[src/rtl/tl_pkg.sv]
`default_nettype none
// ---------------------------------------------------------------------------
// tl_pkg : shared mode/phase encodings and lamp patterns for the traffic light
// Revision: 1.0
// ---------------------------------------------------------------------------
package tl_pkg;

  typedef enum logic [1:0] {
    MODE_OFF   = 2'd0,
    MODE_RUN   = 2'd1,
    MODE_SET_G = 2'd2,
    MODE_SET_Y = 2'd3
  } mode_e;

  typedef enum logic [1:0] {
    PH_NS_G = 2'd0,
    PH_NS_Y = 2'd1,
    PH_EW_G = 2'd2,
    PH_EW_Y = 2'd3
  } phase_e;

  localparam logic [2:0] LAMP_OFF = 3'b000;
  localparam logic [2:0] LAMP_G   = 3'b001;
  localparam logic [2:0] LAMP_Y   = 3'b010;
  localparam logic [2:0] LAMP_R   = 3'b100;

  function automatic logic is_green(input phase_e p);
    return (p == PH_NS_G) || (p == PH_EW_G);
  endfunction

  function automatic logic [2:0] lamp_ns(input phase_e p);
    case (p)
      PH_NS_G: return LAMP_G;
      PH_NS_Y: return LAMP_Y;
      default: return LAMP_R;
    endcase
  endfunction

  function automatic logic [2:0] lamp_ew(input phase_e p);
    case (p)
      PH_EW_G: return LAMP_G;
      PH_EW_Y: return LAMP_Y;
      default: return LAMP_R;
    endcase
  endfunction

endpackage
`default_nettype wire

[src/rtl/tl_tick_gen.sv]
`default_nettype none
// ---------------------------------------------------------------------------
// tl_tick_gen : free-running prescaler giving a 1-cycle tick and a blink toggle
// Revision: 1.0
// ---------------------------------------------------------------------------
module tl_tick_gen #(
  parameter int TICK_DIV = 50000000
) (
  input  logic clk,
  input  logic rst,
  output logic tick_o,
  output logic blink_o
);

  localparam int              CNT_W    = (TICK_DIV > 1) ? $clog2(TICK_DIV) : 1;
  localparam logic [CNT_W-1:0] CNT_LAST = CNT_W'(TICK_DIV - 1);

  logic [CNT_W-1:0] cnt_q, cnt_d;
  logic             blink_q, blink_d;

  assign tick_o  = (cnt_q == CNT_LAST);
  assign blink_o = blink_q;

  always_comb begin
    cnt_d   = tick_o ? '0 : cnt_q + 1'b1;
    blink_d = blink_q ^ tick_o;
  end

  always_ff @(posedge clk or posedge rst) begin
    if (rst) begin
      cnt_q   <= '0;
      blink_q <= 1'b0;
    end else begin
      cnt_q   <= cnt_d;
      blink_q <= blink_d;
    end
  end

endmodule
`default_nettype wire

[src/rtl/tl_mode_ctrl.sv]
`default_nettype none
// ---------------------------------------------------------------------------
// tl_mode_ctrl : mode controller / phase sequencer for a two-way traffic light.
// Optional pedestrian request logic enabled by macro TL_PED_REQ_EN.
// Revision: 1.0
// ---------------------------------------------------------------------------
module tl_mode_ctrl
  import tl_pkg::*;
#(
  parameter int TICK_DIV   = 50000000,
  parameter int DUR_W      = 8,
  parameter int GREEN_DEF  = 25,
  parameter int YELLOW_DEF = 5,
  parameter int GREEN_MAX  = 99,
  parameter int YELLOW_MAX = 9
) (
  input  logic             clk,
  input  logic             rst,
  input  logic             online_btn,
  input  logic             set_btn,
  input  logic             inc_btn,
`ifdef TL_PED_REQ_EN
  input  logic             ped_req,
  output logic             ped_wait,
`endif
  output logic             online,
  output logic             set,
  output logic [2:0]       ns_light,
  output logic [2:0]       ew_light,
  output logic [DUR_W-1:0] remain,
  output logic [1:0]       phase
);

  localparam logic [DUR_W-1:0] GREEN_RST  = DUR_W'(GREEN_DEF);
  localparam logic [DUR_W-1:0] YELLOW_RST = DUR_W'(YELLOW_DEF);
  localparam logic [DUR_W-1:0] GREEN_TOP  = DUR_W'(GREEN_MAX);
  localparam logic [DUR_W-1:0] YELLOW_TOP = DUR_W'(YELLOW_MAX);
  localparam logic [DUR_W-1:0] ONE        = DUR_W'(1);

  logic tick, blink, blink_d;

  tl_tick_gen #(.TICK_DIV(TICK_DIV)) u_tick_gen (
    .clk     (clk),
    .rst     (rst),
    .tick_o  (tick),
    .blink_o (blink)
  );

  mode_e            mode_q, mode_d;
  phase_e           phase_q, phase_d;
  logic [DUR_W-1:0] remain_q, remain_d;
  logic [DUR_W-1:0] green_q, green_d;
  logic [DUR_W-1:0] yellow_q, yellow_d;
  logic [2:0]       ns_q, ns_d, ew_q, ew_d;
  logic             online_q, online_d, set_q, set_d;

  // online_btn outranks the others even in modes where it has no effect
  logic set_act, inc_act;
  assign set_act = set_btn & ~online_btn;
  assign inc_act = inc_btn & ~online_btn & ~set_btn;

`ifdef TL_PED_REQ_EN
  logic ped_wait_q, ped_wait_d;
`endif

  always_comb begin
    mode_d   = mode_q;
    phase_d  = phase_q;
    remain_d = remain_q;
    green_d  = green_q;
    yellow_d = yellow_q;

    case (mode_q)
      MODE_OFF: begin
        if (online_btn) begin
          mode_d   = MODE_RUN;
          phase_d  = PH_NS_G;
          remain_d = green_q;
        end else if (set_act) begin
          mode_d = MODE_SET_G;
        end
      end
      MODE_RUN: begin
        if (online_btn) begin
          mode_d  = MODE_OFF;
          phase_d = PH_NS_G;
        end else if (tick) begin
          if (remain_q > ONE) begin
            remain_d = remain_q - 1'b1;
          end else begin
            phase_d  = phase_e'(phase_q + 2'd1);
            remain_d = is_green(phase_d) ? green_q : yellow_q;
          end
        end
      end
      MODE_SET_G: begin
        if (set_act) begin
          mode_d = MODE_SET_Y;
        end else if (inc_act) begin
          green_d = (green_q == GREEN_TOP) ? ONE : green_q + 1'b1;
        end
      end
      MODE_SET_Y: begin
        if (set_act) begin
          mode_d = MODE_OFF;
        end else if (inc_act) begin
          yellow_d = (yellow_q == YELLOW_TOP) ? ONE : yellow_q + 1'b1;
        end
      end
      default: mode_d = MODE_OFF;
    endcase

`ifdef TL_PED_REQ_EN
    ped_wait_d = ped_wait_q;
    if ((mode_d != MODE_RUN) || !is_green(phase_d)) begin
      ped_wait_d = 1'b0;
    end else if ((mode_q == MODE_RUN) && ped_req && !online_btn && (phase_d == phase_q)) begin
      ped_wait_d = 1'b1;
      if (remain_d > DUR_W'(5)) remain_d = DUR_W'(5);
    end
`endif

    // Outside RUN the display shows the duration being edited, or nothing
    case (mode_d)
      MODE_OFF:   remain_d = '0;
      MODE_SET_G: remain_d = green_d;
      MODE_SET_Y: remain_d = yellow_d;
      default:    ;
    endcase

    blink_d  = blink ^ tick;
    online_d = (mode_d == MODE_RUN);
    set_d    = (mode_d == MODE_SET_G) || (mode_d == MODE_SET_Y);

    case (mode_d)
      MODE_OFF: begin
        ns_d = {1'b0, blink_d, 1'b0};
        ew_d = {1'b0, blink_d, 1'b0};
      end
      MODE_RUN: begin
        ns_d = lamp_ns(phase_d);
        ew_d = lamp_ew(phase_d);
      end
      MODE_SET_G: begin
        ns_d = LAMP_G;
        ew_d = LAMP_G;
      end
      default: begin
        ns_d = LAMP_Y;
        ew_d = LAMP_Y;
      end
    endcase
  end

  always_ff @(posedge clk or posedge rst) begin
    if (rst) begin
      mode_q   <= MODE_OFF;
      phase_q  <= PH_NS_G;
      remain_q <= '0;
      green_q  <= GREEN_RST;
      yellow_q <= YELLOW_RST;
      ns_q     <= LAMP_OFF;
      ew_q     <= LAMP_OFF;
      online_q <= 1'b0;
      set_q    <= 1'b0;
    end else begin
      mode_q   <= mode_d;
      phase_q  <= phase_d;
      remain_q <= remain_d;
      green_q  <= green_d;
      yellow_q <= yellow_d;
      ns_q     <= ns_d;
      ew_q     <= ew_d;
      online_q <= online_d;
      set_q    <= set_d;
    end
  end

`ifdef TL_PED_REQ_EN
  always_ff @(posedge clk or posedge rst) begin
    if (rst) ped_wait_q <= 1'b0;
    else     ped_wait_q <= ped_wait_d;
  end
  assign ped_wait = ped_wait_q;
`endif

  assign online   = online_q;
  assign set      = set_q;
  assign ns_light = ns_q;
  assign ew_light = ew_q;
  assign remain   = remain_q;
  assign phase    = phase_q;

endmodule
`default_nettype wire

[config.mk]
export PLATFORM = sky130hd
export DESIGN_NAME = tl_mode_ctrl
export DESIGN_NICKNAME = d
export VERILOG_FILES = /design/src/rtl/tl_pkg.sv /design/src/rtl/tl_tick_gen.sv /design/src/rtl/tl_mode_ctrl.sv
export SDC_FILE = /design/constraint.sdc
export NUM_CORES = 1
export LEC_CHECK = 0
export BUFFER_PORTS_ARGS = -buffer_cell sky130_fd_sc_hd__buf_2
export CAP_MARGIN = 10
export CORE_UTILIZATION = 40
export CTS_CLUSTER_DIAMETER = 100
export DETAILED_ROUTE_END_ITERATION = 10
export GPL_ROUTABILITY_DRIVEN = 0
export PLACE_DENSITY = 0.61
export REMOVE_ABC_BUFFERS = 1
export SLEW_MARGIN = 0
export SYNTH_ARGS = -nofsm -noshare
export SYNTH_HDL_FRONTEND = slang
export SYNTH_SLANG_ARGS = --single-unit
[constraint.sdc]
create_clock -name clk -period 3.5 [get_ports clk]
set_input_delay 0.7 -clock clk [delete_from_list [all_inputs] [get_ports clk]]
set_output_delay 0.7 -clock clk [all_outputs]
set_load 0.01 [all_outputs]
==> metrics.md <==
| Metric | Value |
|---|---|
| Run status | `finished clean` |
| WHS | `0.3083 ns` |
| Placeable core area | `approximately 0.0092 mm²` |
| Power Density | `roughly 790 mW/mm²` |
| Endpoints failing setup | `0` |
| Kind of critical path | `in2reg` |
| Most frequent cell after synthesis | `dfrtp_1` |
| CTS root buf | `clkbuf_8` |
| Fraction of layout instances using a drive strength above 1 | `about 16%` |
| Reg-to-Reg Start | `mode_q[1]` |
| Average via count per standard cell | `between 5 and 6` |
| Transition at the pin with the smallest max-transition slack | `around 1 ns` |
| Number of DRC violations after detailed-routing iteration 0 | `between 200 and 300` |
| Combined area of all synthesized cells | `0.003816 mm²` |
| Number of top-level pins | `23` |
| Maximum number of pins on one net before global-route repair | `a little under 50` |
| Clock tree sinks | `63` |
| Average footprint of a synthesized cell | `between 9 and 10 µm²` |
| Total Die Area | `just under 0.01 mm²` |
| Async set-reset flop share out of synthesis | `100.0%` |
| Number of cells produced by synthesis | `roughly 410` |
| Final critical-path share of the clock period | `between 70 and 80%` |
| CTS tree | `built` |
| Unrepaired setup endpoints after global routing | `no` |
| Later-pin clock latency in the skew report | `approximately 0.35 ns` |
| Drc violations | `0` |
| Htree depth | `3` |
| GRT Util Overall | `between 20% and 30%` |
| Setup skew after layout | `approximately 0.016 ns` |
| Crit path launch type | `input pin` |
| Die boundary width | `approximately 100 µm` |
| Vias | `around 3300` |
| Antenna Violating Nets Remaining | `0` |
| Overall routed net length | `9791 µm` |
| Share of the yosys chip area belonging to registers | `41.48%` |
| Yosys top cell by area | `dfrtp_1` |
| Worst min-delay path category | `in2async` |
| Die outline height | `~100 µm` |
| Setup Buffers After CTS | `0` |
| Number of warnings printed during yosys synthesis | `0` |
| Tmin final | `2.729 ns` |
| Data required, critical path | `3.72 ns` |
| Initial antenna violation count | `0` |
| Commonest cells post-synth | `58 x dfrtp_1, 39 x nor2_1, 28 x xnor2_1` |
| Number of port buffers | `22` |
| Starting density of the core | `41.30%` |
| Worst setup slack for register-to-register paths | `0.78 ns` |
| Slew margin rel. | `roughly a third` |
| Top cells by area in the synthesized netlist | `dfrtp_1 38%, xnor2_1 6.4%, nor2_1 3.8%, dfstp_2 3.4%, ha_1 3.3%` |
| Power, Total | `between 0.003 and 0.004 W` |
| Gates resized, CTS repair | `0` |
| Row cnt | `35` |
| Clock tree buffer depth | `2` |
| Nets | `between 400 and 500` |
| Yosys cell types | `68` |
| Max Freq | `366.4 MHz` |
| Total of hold buffers inserted after clock tree synthesis | `0` |
| Total leakage power | `1.807 nW` |
| Clk slew on worst S/H paths | `~0.08 ns` |
| N_diodes | `0` |
| Number of max-capacitance violations reported | `0` |
| Portion of synthesized cell area occupied by the leading cell type | `a little under two fifths` |
| Via count of the first global-routing pass | `slightly above 3000` |
| Post-detailed-placement half-perimeter wirelength | `~7000 µm` |
| Number of flops mapped to enable cells by yosys | `0` |
| Launch point of the critical path | `online_btn` |
| Worst vdd rail ir drop | `between 0.0003 and 0.0004 V` |
| Slew Viols, Final | `0` |
| Critical path endpoint category | `flip-flop` |
| Final-layout fill cell count | `900` |
| Final hold violations | `0` |
| FF+latch count, synth | `between 60 and 70` |
| Relative area change from synthesis to final layout | `12.36%` |
| Number of buffers inserted during clock tree synthesis | `9` |
| Congestion Overflow GR | `0` |
| Detailed-route wire length per cell | `17.45 µm` |
| Arrival time reported for the critical path endpoint | `around 3.0 ns` |
| Global-route wire length before repair | `approximately 16000 µm` |
| Highest fanout seen on the critical path | `13` |
| Setup total negative slack | `0 ns` |
| Most instantiated flip-flop cell in the synthesis netlist | `dfrtp_1` |
| DR pass1 iterations | `5` |
==> report_power, final <==
part	leakage (nW)	switching, W	internal, W	total [W]
registers	0.820	0.000226	0.000893	0.00112
clock network	0.111	0.000325	0.000409	0.000734
logic	0.875	0.000924	0.000604	0.00153
==> kinds of logic (layout without fill, tap and decap cells) <==
| group | Yosys count | after routing | synth area share, % |
|---|---|---|---|
| AO/OA/AOI/OAI | 75 | 75 | 14.92 |
| flip-flops | 63 | 63 | 41.48 |
| XOR/XNOR | 35 | 35 | 8.033 |
| adder cells (fa/ha/maj) | 10 | 10 | 3.279 |
| multiplexers | 6 | 6 | 1.639 |
| buffers and inverters | 41 | 68 | 4.328 |
| AND/OR/NAND/NOR | 175 | 175 | 26.33 |
==> metrics by stage <==
step / utilization [%] / instance area [µm²] / setup WS [ns] / cells
after CTS: 46.40 / 4288 / 0.8048 / 561
final: 46.40 / 4288 / 0.7709 / 561
after global routing: 46.40 / 4288 / 0.5099 / 561
after global placement: 43.95 / 4061 / 0.5872 / 545
after floorplan: - / 3737 / 0.9582 / 387
after detailed placement: 43.95 / 4061 / 0.4823 / 545
==> cells in the final DEF (no fill, tap or decap), drive strengths merged, types with 6 or more instances in the layout <==
cell type,instances
o21ai,13
clkbuf,9
dfrtp,58
xor2,7
nand3,24
or4,6
nand2,22
nor2b,6
a21oi,6
nor2,39
buf,29
o31ai,8
nand4,14
xnor2,28
inv,25
nor3,16
ha,10
nor4,11
and3,11
==> metal layers <==
layer	routed length, µm	vias to the layer above	track usage [%]
met4	175	0	7.805
met2	4189	101	29.71
met5	0	-	0
met1	4843	1588	31.31
met3	582	17	3.725
li1	-	1546	-
==> state kept, by name, indices dropped and copies added (netlist names) <==
register,count
ew_light,3
ns_light,3
u_tick_gen.cnt_q,26
set,1
u_tick_gen.blink_o,1
green_q,8
mode_q,2
remain,8
yellow_q,8
phase,2
online,1
==> worst max-delay path: stages <==
cell	delay, ns
buf_2	0.18
nor2b_1	0.18
mux2i_1	0.12
xnor2_1	0.33
inv_1	0.14
ha_1	0.30
nor2b_1	0.12
o21ai_0	0.17
a21oi_1	0.35
nand2_1	0.21
a2bb2oi_1	0.17
==> cell type report <==
class	instances	area [µm²]	area share, %
Tap cell	129	161.4	3.764
Sequential cell	63	1583	36.91
Clock inverter	7	102.6	2.393
Clock buffer	9	123.9	2.889
Multi-Input combinational cell	301	2068	48.23
Inverter	23	86.33	2.013
Timing Repair Buffer	29	162.7	3.793
==> final timing paths <==
| kind | endpoint | cells past startpoint |
|---|---|---|
| setup / recovery | remain[4] | 11 |
| hold reg to reg | u_tick_gen.cnt_q[9] | 1 |
| min in group clk | u_tick_gen.cnt_q[9] | 1 |
| setup reg to reg | remain[4] | 9 |
| hold / removal | green_q[2] | 2 |
| max in group asynchronous | u_tick_gen.cnt_q[16] | 3 |
Note: power is estimated with default switching activity, not from simulation.
